### config.mk
export PLATFORM = sky130hd
export DESIGN_NAME = pipeline_hazard_ctrl
export DESIGN_NICKNAME = d
export VERILOG_FILES = /design/src/rtl/mips_pipe_pkg.sv /design/src/rtl/instr_regs_decode.sv /design/src/rtl/pipeline_hazard_ctrl.sv
export SDC_FILE = /design/constraint.sdc
export NUM_CORES = 1
export LEC_CHECK = 0
export BUFFER_PORTS_ARGS = -buffer_cell sky130_fd_sc_hd__clkbuf_2
export CAP_MARGIN = 40
export CORE_MARGIN = 5
export CORE_UTILIZATION = 42
export CTS_CLUSTER_DIAMETER = 80
export DETAILED_ROUTE_END_ITERATION = 10
export PLACE_DENSITY_LB_ADDON = 0.3
export REMOVE_ABC_BUFFERS = 1
export SETUP_SLACK_MARGIN = 0.15
export SLEW_MARGIN = 5
export SYNTH_ARGS = -nofsm -noshare
export SYNTH_HDL_FRONTEND = slang
export SYNTH_SLANG_ARGS = --single-unit
### constraint.sdc
create_clock -name clock -period 3 [get_ports clock]
set_input_delay 0.15 -clock clock [delete_from_list [all_inputs] [get_ports clock]]
set_output_delay 0.15 -clock clock [all_outputs]
set_load 0.02 [all_outputs]
### src/rtl/mips_pipe_pkg.sv
// Shared encodings for the 5-stage MIPS pipeline: opcodes, functs, forward selects, controller states.
package mips_pipe_pkg;

    localparam int unsigned IR_W  = 32;
    localparam int unsigned REG_W = 5;

    localparam logic [5:0] OP_RTYPE = 6'b000000;
    localparam logic [5:0] OP_ADDI  = 6'b001000;
    localparam logic [5:0] OP_LW    = 6'b100011;
    localparam logic [5:0] OP_SW    = 6'b101011;
    localparam logic [5:0] OP_BEQ   = 6'b000100;
    localparam logic [5:0] OP_J     = 6'b000010;

    localparam logic [5:0] FN_ADD = 6'b100000;
    localparam logic [5:0] FN_SUB = 6'b100010;

    localparam logic [1:0] FWD_RF  = 2'b00;
    localparam logic [1:0] FWD_MEM = 2'b01;
    localparam logic [1:0] FWD_WB  = 2'b10;

    typedef enum logic [1:0] {
        ST_IDLE   = 2'd0,
        ST_REFILL = 2'd1,
        ST_RUN    = 2'd2
    } ctrl_state_e;

    // True when a consumer source register is produced by a writing stage.
    function automatic logic dest_match(input logic             use_src,
                                        input logic [REG_W-1:0] src,
                                        input logic             wr,
                                        input logic [REG_W-1:0] dst);
        return use_src && wr && (src == dst);
    endfunction

endpackage

### src/rtl/instr_regs_decode.sv
// Extracts register usage of one pipeline IR: sources read, destination written, load flag.
module instr_regs_decode
    import mips_pipe_pkg::*;
(
    input  logic [IR_W-1:0]  ir,
    output logic [REG_W-1:0] rs,
    output logic [REG_W-1:0] rt,
    output logic [REG_W-1:0] dest,
    output logic             uses_rs,
    output logic             uses_rt,
    output logic             writes,
    output logic             is_load
);

    logic unused_shamt;
    assign unused_shamt = ^ir[10:6];

    always_comb begin
        rs      = ir[25:21];
        rt      = ir[20:16];
        dest    = '0;
        uses_rs = 1'b0;
        uses_rt = 1'b0;
        writes  = 1'b0;
        is_load = 1'b0;
        case (ir[31:26])
            OP_RTYPE: begin
                if (ir[5:0] == FN_ADD || ir[5:0] == FN_SUB) begin
                    uses_rs = 1'b1;
                    uses_rt = 1'b1;
                    writes  = 1'b1;
                    dest    = ir[15:11];
                end
            end
            OP_ADDI: begin
                uses_rs = 1'b1;
                writes  = 1'b1;
                dest    = ir[20:16];
            end
            OP_LW: begin
                uses_rs = 1'b1;
                writes  = 1'b1;
                is_load = 1'b1;
                dest    = ir[20:16];
            end
            OP_SW, OP_BEQ: begin
                uses_rs = 1'b1;
                uses_rt = 1'b1;
            end
            OP_J: ;
            default: ;
        endcase
        // Writes to $0 are discarded, so they never create a dependency.
        if (dest == '0) begin
            writes = 1'b0;
        end
    end

endmodule

### src/rtl/pipeline_hazard_ctrl.sv
// Pipeline sequencing: restart/refetch FSM, load-use or full stalls, redirect flush,
// ALU operand forwarding and saturating stall/flush event counters.
module pipeline_hazard_ctrl
    import mips_pipe_pkg::*;
#(
    parameter int unsigned FWD_EN = 1,
    parameter int unsigned CNT_W  = 16
) (
    input  logic             clock,
    input  logic             reset,
    input  logic [IR_W-1:0]  decode_ir,
    input  logic [IR_W-1:0]  execute_ir,
    input  logic [IR_W-1:0]  memory_ir,
    input  logic [IR_W-1:0]  wback_ir,
    input  logic             j_enable,
    input  logic             beq_enable,
    output logic             pc_en,
    output logic             pc_load,
    output logic             decode_en,
    output logic             bubble_ex,
    output logic             flush_fd,
    output logic [1:0]       fwd_a,
    output logic [1:0]       fwd_b,
    output logic [1:0]       ctrl_state,
    output logic [CNT_W-1:0] stall_cnt,
    output logic [CNT_W-1:0] flush_cnt
);

    localparam bit USE_FWD = (FWD_EN != 0);

    logic [REG_W-1:0] d_rs, d_rt, d_dest, e_rs, e_rt, e_dest;
    logic [REG_W-1:0] m_rs, m_rt, m_dest, w_rs, w_rt, w_dest;
    logic d_ur, d_ut, d_w, d_load, e_ur, e_ut, e_w, e_load;
    logic m_ur, m_ut, m_w, m_load, w_ur, w_ut, w_w, w_load;

    instr_regs_decode u_dec_d (.ir(decode_ir),  .rs(d_rs), .rt(d_rt), .dest(d_dest),
                               .uses_rs(d_ur), .uses_rt(d_ut), .writes(d_w), .is_load(d_load));
    instr_regs_decode u_dec_e (.ir(execute_ir), .rs(e_rs), .rt(e_rt), .dest(e_dest),
                               .uses_rs(e_ur), .uses_rt(e_ut), .writes(e_w), .is_load(e_load));
    instr_regs_decode u_dec_m (.ir(memory_ir),  .rs(m_rs), .rt(m_rt), .dest(m_dest),
                               .uses_rs(m_ur), .uses_rt(m_ut), .writes(m_w), .is_load(m_load));
    instr_regs_decode u_dec_w (.ir(wback_ir),   .rs(w_rs), .rt(w_rt), .dest(w_dest),
                               .uses_rs(w_ur), .uses_rt(w_ut), .writes(w_w), .is_load(w_load));

    logic unused_dec;
    assign unused_dec = ^{d_dest, d_w, d_load, m_rs, m_rt, m_ur, m_ut,
                          w_rs, w_rt, w_ur, w_ut, w_load};

    // Decode-stage consumer against each downstream producer.
    logic ex_hit, mem_hit, wb_hit, hazard;
    assign ex_hit  = dest_match(d_ur, d_rs, e_w, e_dest) | dest_match(d_ut, d_rt, e_w, e_dest);
    assign mem_hit = dest_match(d_ur, d_rs, m_w, m_dest) | dest_match(d_ut, d_rt, m_w, m_dest);
    assign wb_hit  = dest_match(d_ur, d_rs, w_w, w_dest) | dest_match(d_ut, d_rt, w_w, w_dest);
    assign hazard  = USE_FWD ? (ex_hit && e_load) : (ex_hit || mem_hit || wb_hit);

    // A load in memory has no ALU result yet, so it yields to an older wback producer.
    function automatic logic [1:0] fwd_sel(input logic             use_src,
                                           input logic [REG_W-1:0] src,
                                           input logic             mw,
                                           input logic             mload,
                                           input logic [REG_W-1:0] mdst,
                                           input logic             ww,
                                           input logic [REG_W-1:0] wdst);
        if (dest_match(use_src, src, mw, mdst) && !mload) begin
            return FWD_MEM;
        end else if (dest_match(use_src, src, ww, wdst)) begin
            return FWD_WB;
        end
        return FWD_RF;
    endfunction

    always_comb begin
        fwd_a = FWD_RF;
        fwd_b = FWD_RF;
        if (USE_FWD) begin
            fwd_a = fwd_sel(e_ur, e_rs, m_w, m_load, m_dest, w_w, w_dest);
            fwd_b = fwd_sel(e_ut, e_rt, m_w, m_load, m_dest, w_w, w_dest);
        end
    end

    ctrl_state_e      state_q, state_d;
    logic [CNT_W-1:0] stall_cnt_q, stall_cnt_d, flush_cnt_q, flush_cnt_d;
    logic             stall_inc, flush_inc;

    // Next state and per-state pipeline controls; redirect outranks stall.
    always_comb begin
        state_d   = state_q;
        pc_en     = 1'b0;
        pc_load   = 1'b0;
        decode_en = 1'b0;
        bubble_ex = 1'b1;
        flush_fd  = 1'b0;
        stall_inc = 1'b0;
        flush_inc = 1'b0;
        case (state_q)
            ST_IDLE: begin
                state_d = ST_REFILL;
            end
            ST_REFILL: begin
                pc_en   = 1'b1;
                state_d = ST_RUN;
            end
            ST_RUN: begin
                if (j_enable || beq_enable) begin
                    pc_en     = 1'b1;
                    pc_load   = 1'b1;
                    flush_fd  = 1'b1;
                    flush_inc = 1'b1;
                    state_d   = ST_REFILL;
                end else if (hazard) begin
                    stall_inc = 1'b1;
                end else begin
                    pc_en     = 1'b1;
                    decode_en = 1'b1;
                    bubble_ex = 1'b0;
                end
            end
            default: begin
                state_d = ST_IDLE;
            end
        endcase
    end

    always_comb begin
        stall_cnt_d = stall_cnt_q;
        flush_cnt_d = flush_cnt_q;
        if (stall_inc && (stall_cnt_q != {CNT_W{1'b1}})) begin
            stall_cnt_d = stall_cnt_q + CNT_W'(1);
        end
        if (flush_inc && (flush_cnt_q != {CNT_W{1'b1}})) begin
            flush_cnt_d = flush_cnt_q + CNT_W'(1);
        end
    end

    always_ff @(posedge clock or negedge reset) begin
        if (!reset) begin
            state_q     <= ST_IDLE;
            stall_cnt_q <= '0;
            flush_cnt_q <= '0;
        end else begin
            state_q     <= state_d;
            stall_cnt_q <= stall_cnt_d;
            flush_cnt_q <= flush_cnt_d;
        end
    end

    assign ctrl_state = state_q;
    assign stall_cnt  = stall_cnt_q;
    assign flush_cnt  = flush_cnt_q;

endmodule

Yosys cells after proc, flatten, opt, wreduce, memory -nomap -nowiden
Index checks and enable logic that the tools add are counted.

word-level totals
  bits in latches = 0
  memories = 0
  output and inout port bits = 43
  ROM bits = 0
  RAM bits = 0
  flip-flop bits (word level) = 34
  input bits = 132

operators by class
  shift-type cells = 0
  divide/modulo/power cells = 0
  add/sub/neg operators = 2
  equal/unequal tests = 31
  $mul = 0
  muxes and demuxes = 46
  magnitude comparators = 0
  bitwise operators = 1
  reduce and logical (&&, ||, !) cells = 38

operator list
  cell                     number
  $eq A6 B6 Y1 const B     14
  $add A16 B1 Y16 const B  2
  $ne A16 B16 Y1 const B   2
  $eq A5 B5 Y1             6
  $pmux W5 S2              3
  $eq A6 B4 Y1 const B     4
  $logic_not A6 Y1         4
  $mux W1                  24
  $logic_and A1 B1 Y1      17
  $pmux W1 S2              8
  $logic_not A5 Y1         3
  $mux W5                  3
  $mux W2                  7
  $eq A6 B3 Y1 const B     2
  $reduce_or A2 Y1         5
  $reduce_or A4 Y1         2
  $pmux W2 S3              1
  $logic_or A1 B1 Y1       5
  $eq A2 B1 Y1 const B     1
  $eq A2 B2 Y1 const B     1
  $logic_not A2 Y1         1
  $ne A2 B2 Y1 const B     1
  $logic_not A1 Y1         1
  $or A1 B1 Y1             1

Logic depth before layout (Yosys ltp)
  word-level depth = 14
  gate-level depth with buffers = 9

Modules after synthesis
Synthesis repeated with hierarchy kept, for this count alone.

second synthesis, totals
  cell total of the unflattened synthesis = 389
  area, all modules = 3,315.7 um^2

by module, submodules not included
  module                times used  cells each  area each (um^2)
  pipeline_hazard_ctrl  1           217         2,109.5
  instr_regs_decode     4           43          301.5

Worst setup path after synthesis
OpenSTA, ideal clock, no wires.

  path type = input to register
  start = in execute_ir[3]
  end = reg stall_cnt_q[11], in the netlist stall_cnt[11]
  setup time = 0.131 ns
  slack = 0.252 ns
  path buffers = 0
  data arrival time = 2.618 ns
  stages on the path = 8
  required time = 2.869 ns
  cell sequence = or4b_4 > or4_4 > and3_4 > nor4b_2 > nand4_1 > o21a_2 > or4_4 > xnor2_2

between the ends
  word-level cells in the longest chain between the ends = 14

RTL lines
  what                              RTL line                     text
  from (decl)                       pipeline_hazard_ctrl.sv:12   input logic [IR_W-1:0] execute_ir,
  $eq A6 B6 Y1                      instr_regs_decode.sv:28      if (ir[5:0] == FN_ADD || ir[5:0] == FN_SUB) begin
  $logic_or A1 B1 Y1 *              instr_regs_decode.sv:28
  $mux W5                           instr_regs_decode.sv:28
  $pmux W5 S2                       instr_regs_decode.sv:26      case (ir[31:26])
  $logic_not A5 Y1                  instr_regs_decode.sv:54      if (dest == '0) begin
  $mux W1                           instr_regs_decode.sv:54
  $logic_and A1 B1 Y1 (2 in a row)  mips_pipe_pkg.sv:32          return use_src && wr && (src == dst);
  $or A1 B1 Y1 *                    pipeline_hazard_ctrl.sv:51   assign ex_hit = dest_match(d_ur, d_rs, e_w, e_dest) | dest_match(d_ut, d_rt, e_w, e_dest);
  $logic_and A1 B1 Y1 *             pipeline_hazard_ctrl.sv:54   assign hazard = USE_FWD ? (ex_hit && e_load) : (ex_hit || mem_hit || wb_hit);
  $mux W1 *                         pipeline_hazard_ctrl.sv:110  end else if (hazard) begin
  $mux W1 *                         pipeline_hazard_ctrl.sv:104  if (j_enable || beq_enable) begin
  $mux W1 *                         pipeline_hazard_ctrl.sv:95   case (state_q)
  $logic_and A1 B1 Y1 *             pipeline_hazard_ctrl.sv:127  if (stall_inc && (stall_cnt_q != {CNT_W{1'b1}})) begin
  to (signal assigned)              pipeline_hazard_ctrl.sv:142  stall_cnt_q <= stall_cnt_d;
  to (decl)                         pipeline_hazard_ctrl.sv:82   logic [CNT_W-1:0] stall_cnt_q, stall_cnt_d, flush_cnt_q, flush_cnt_d;

Mark *: on every way between the ends. The rest lies on a longest branch, timed or not.
A chain may end at the register's enable or synchronous reset.

Worst setup path in the final report
  start = in execute_ir[3]
  end = out bubble_ex

between the ends
  word-level cells in the longest chain between the ends = 13

RTL lines
  what                              RTL line                     text
  $eq A6 B6 Y1                      instr_regs_decode.sv:28
  $logic_or A1 B1 Y1 *              instr_regs_decode.sv:28
  $mux W5                           instr_regs_decode.sv:28
  $pmux W5 S2                       instr_regs_decode.sv:26
  $logic_not A5 Y1                  instr_regs_decode.sv:54
  $mux W1                           instr_regs_decode.sv:54
  $logic_and A1 B1 Y1 (2 in a row)  mips_pipe_pkg.sv:32
  $or A1 B1 Y1 *                    pipeline_hazard_ctrl.sv:51
  $logic_and A1 B1 Y1 *             pipeline_hazard_ctrl.sv:54
  $mux W1 *                         pipeline_hazard_ctrl.sv:110
  $mux W1 *                         pipeline_hazard_ctrl.sv:104
  $mux W1 *                         pipeline_hazard_ctrl.sv:95
  to (decl)                         pipeline_hazard_ctrl.sv:20   output logic bubble_ex,

Marked as above.

==> metrics.cfg <==
[status]
status=finished clean

[sta]
period_share_pct=92.09
max_slew_margin_pct=63.53
grt_setup_unrepaired=false
finalSetupViolCount=0
tightest_slew_ns=0.5429
period_minus_slack_ns=2.763
fmax_mhz=362.0
skew_ns=0.005344
slew_viol_final=0
setup_ws_ns=0.2373
fin_hold_ws_ns=0.3176
hold_viol_final=0
setup_tns_ns=0

[placed_design]
portBuffers=135
globalplace.congestion=0.8408
dp_hpwl_um=6252
place_ws_ns=0.04169

[finish]
n_antenna_cell=0
utilization_pct=60.04
mostFrequentLayoutCells=clkbuf_2, xor2_1, dfrtp_1, nor2_1, nand3_1
layout_commonest_cell=clkbuf_2
drive_gt1_share_pct=39.53
layout.nets=567
n_fill_cell=541
syn2layout_area_growth_pct=38.52

[cts]
clk_latency_ns=0.29
cts.sinks=34
htree_levels=2
clk_pin_slew_worst_paths_ns=0.07
max-clock-path-buffers=2
tritoncts=done
clockRootBuffer=clkbuf_8
numCtsBuffers=5

[worst_setup_path]
start_kind=primary input
path_max_fanout=7
slowest_stage=or4_1
regToRegStartpoint=flush_cnt[6]$_DFFE_PN0P_
worstPathCellList=clkbuf_2 > or4b_4 > or4_1 > a21oi_2 > nor4b_4 > nand4_1 > o21a_2 > buf_6 > nor2_4 > or2_2 > buf_4
rr_endpoint=flush_cnt[9]$_DFFE_PN0P_
cp_data_arrival_time_ns=2.61
reg2reg_setup_slack_ns=0.53
criticalPathCategory=in -> out
r2r_cells=9
cp.required_ns=2.85
setup.worst_path.end_class=output port
cp_slowest_stage_delay_ns=0.61

[drt]
wl_per_cell_um=14.80
drt-pass1-iter-count=4
drt_wl_total_um=7472
routed_via_density=5.388
drtIter0Drc=133
num_vias=2721
drc=0
ant_nets=0

[min_path]
hp-class=in -> async

[synth]
synth-edff-count=0
syn_area_per_cell_um2=9.132
yosysWarnings=0
syn_inst=281
synth_top_cell_by_area=dfrtp_1
syn_area_um2=2566
synth_flop_cell=dfrtp_1
ys_top_cells_by_area=dfrtp_1, xor2_1, xnor2_1
ys_types=44
synth-seq-cells=34
synth-async-reset-ratio_pct=100.0
yosysSeqAreaShare_pct=33.15
yosysTopAreaCellShare_pct=33.15

[global_routing]
grt_pass1_vias=2590
grt_max_degree=22
grtUsageTotal_pct=18.99
grt_antenna_before_repair=0
grt-ovfl-total=0
grt_pass1_wl_um=11790

[floorplan]
core_um2=5921
die_w_um=88.17
start_util_pct=43.34
io_pins=175
dieHeight_um=88.17
rows=28
die_area_um2=7773

[pwr]
p_total_w=0.001409
cellLeakagePower_nw=1.884
power.density_nw_per_um2=396.4
max-vdd-ir-drop_mv=0.3264

[job]
maxCapViolations=0

layout make-up:
class	count	area (um2)	share of cell area, %
timing repair buffer	144	772.0	21.72
tap	75	93.84	2.640
inverter	6	22.52	0.6336
multi-input combinational	238	1705	47.98
sequential	34	850.8	23.94
clock buffer	8	110.1	3.098
synthesized netlist by cell type, types with 6 or more instances:
cell type,instances
nor2_1,22
dfrtp_1,34
and3_1,12
xor2_1,39
o21ai_0,6
inv_1,6
nand4_1,7
a21oi_1,8
nor3_1,10
a22o_1,10
and4_1,7
nand2_1,18
nand3_1,20
nor4_1,13
xnor2_1,17
ha_1,6
logic make-up after synthesis:
| family | count (synthesis) | synth area share [%] |
|---|---|---|
| AO/OA/AOI/OAI | 39 | 10.73 |
| XOR/XNOR | 58 | 20.38 |
| multiplexers | 2 | 0.8776 |
| flip-flops | 34 | 33.15 |
| buffers and inverters | 9 | 1.463 |
| AND/OR/NAND/NOR | 133 | 30.47 |
| adder cells (fa/ha/maj) | 6 | 2.925 |
routing by layer:
layer | global-route usage [%] | wire, um | vias up
li1 | - | - | 1344
met5 | 0 | 0 | -
met4 | 5.357 | 118 | 0
met2 | 31.95 | 3687 | 89
met3 | 3.575 | 517 | 11
met1 | 24.87 | 3149 | 1277
worst max path at each step:
stage | startpoint | end | slack, ns
CTS | execute_ir[3] | bubble_ex | 0.15
floorplan | execute_ir[3] | stall_cnt[11]$_DFFE_PN0P_ | 0.25
global placement | execute_ir[3] | stall_cnt[9]$_DFFE_PN0P_ | 0.06
global route | execute_ir[3] | bubble_ex | 0.17
finish | execute_ir[3] | bubble_ex | 0.24
detailed placement | execute_ir[3] | stall_cnt[5]$_DFFE_PN0P_ | 0.04
registers in the layout, indices dropped and copies added, names as in the netlist:
signal / flops
ctrl_state: 2
flush_cnt: 16
stall_cnt: 16
metrics by stage:
step | std cells | area (um2)
after floorplan | 278 | 2551
after global placement | 494 | 3366
after detailed placement | 495 | 3393
after CTS | 505 | 3535
after global routing | 505 | 3555
final | 505 | 3555
timing repair:
| item | 4_1_cts | 5_1_grt |
|---|---|---|
| setup endpoints to repair | 3 | 3 |
| hold endpoints to repair | 13 | 0 |
| pin swaps | 1 | 5 |
| gates resized for setup | 3 | 6 |
| buffers inserted | 1 | 0 |
| hold buffers | 1 | 0 |
report_power, final:
group	total [W]	internal, W	switching, W
combinational	0.000447	0.000190	0.000257
clock	0.000401	0.000232	0.000169
sequential	0.000561	0.000503	0.0000587
critical path: cells and delay by family:
family / cells / cell delay (ns)
buffers and inverters: 3 / 0.38
AOI/OAI and AO/OA: 2 / 0.40
and+or+nand+nor: 6 / 1.69
Power figures use the tool's default switching activity.
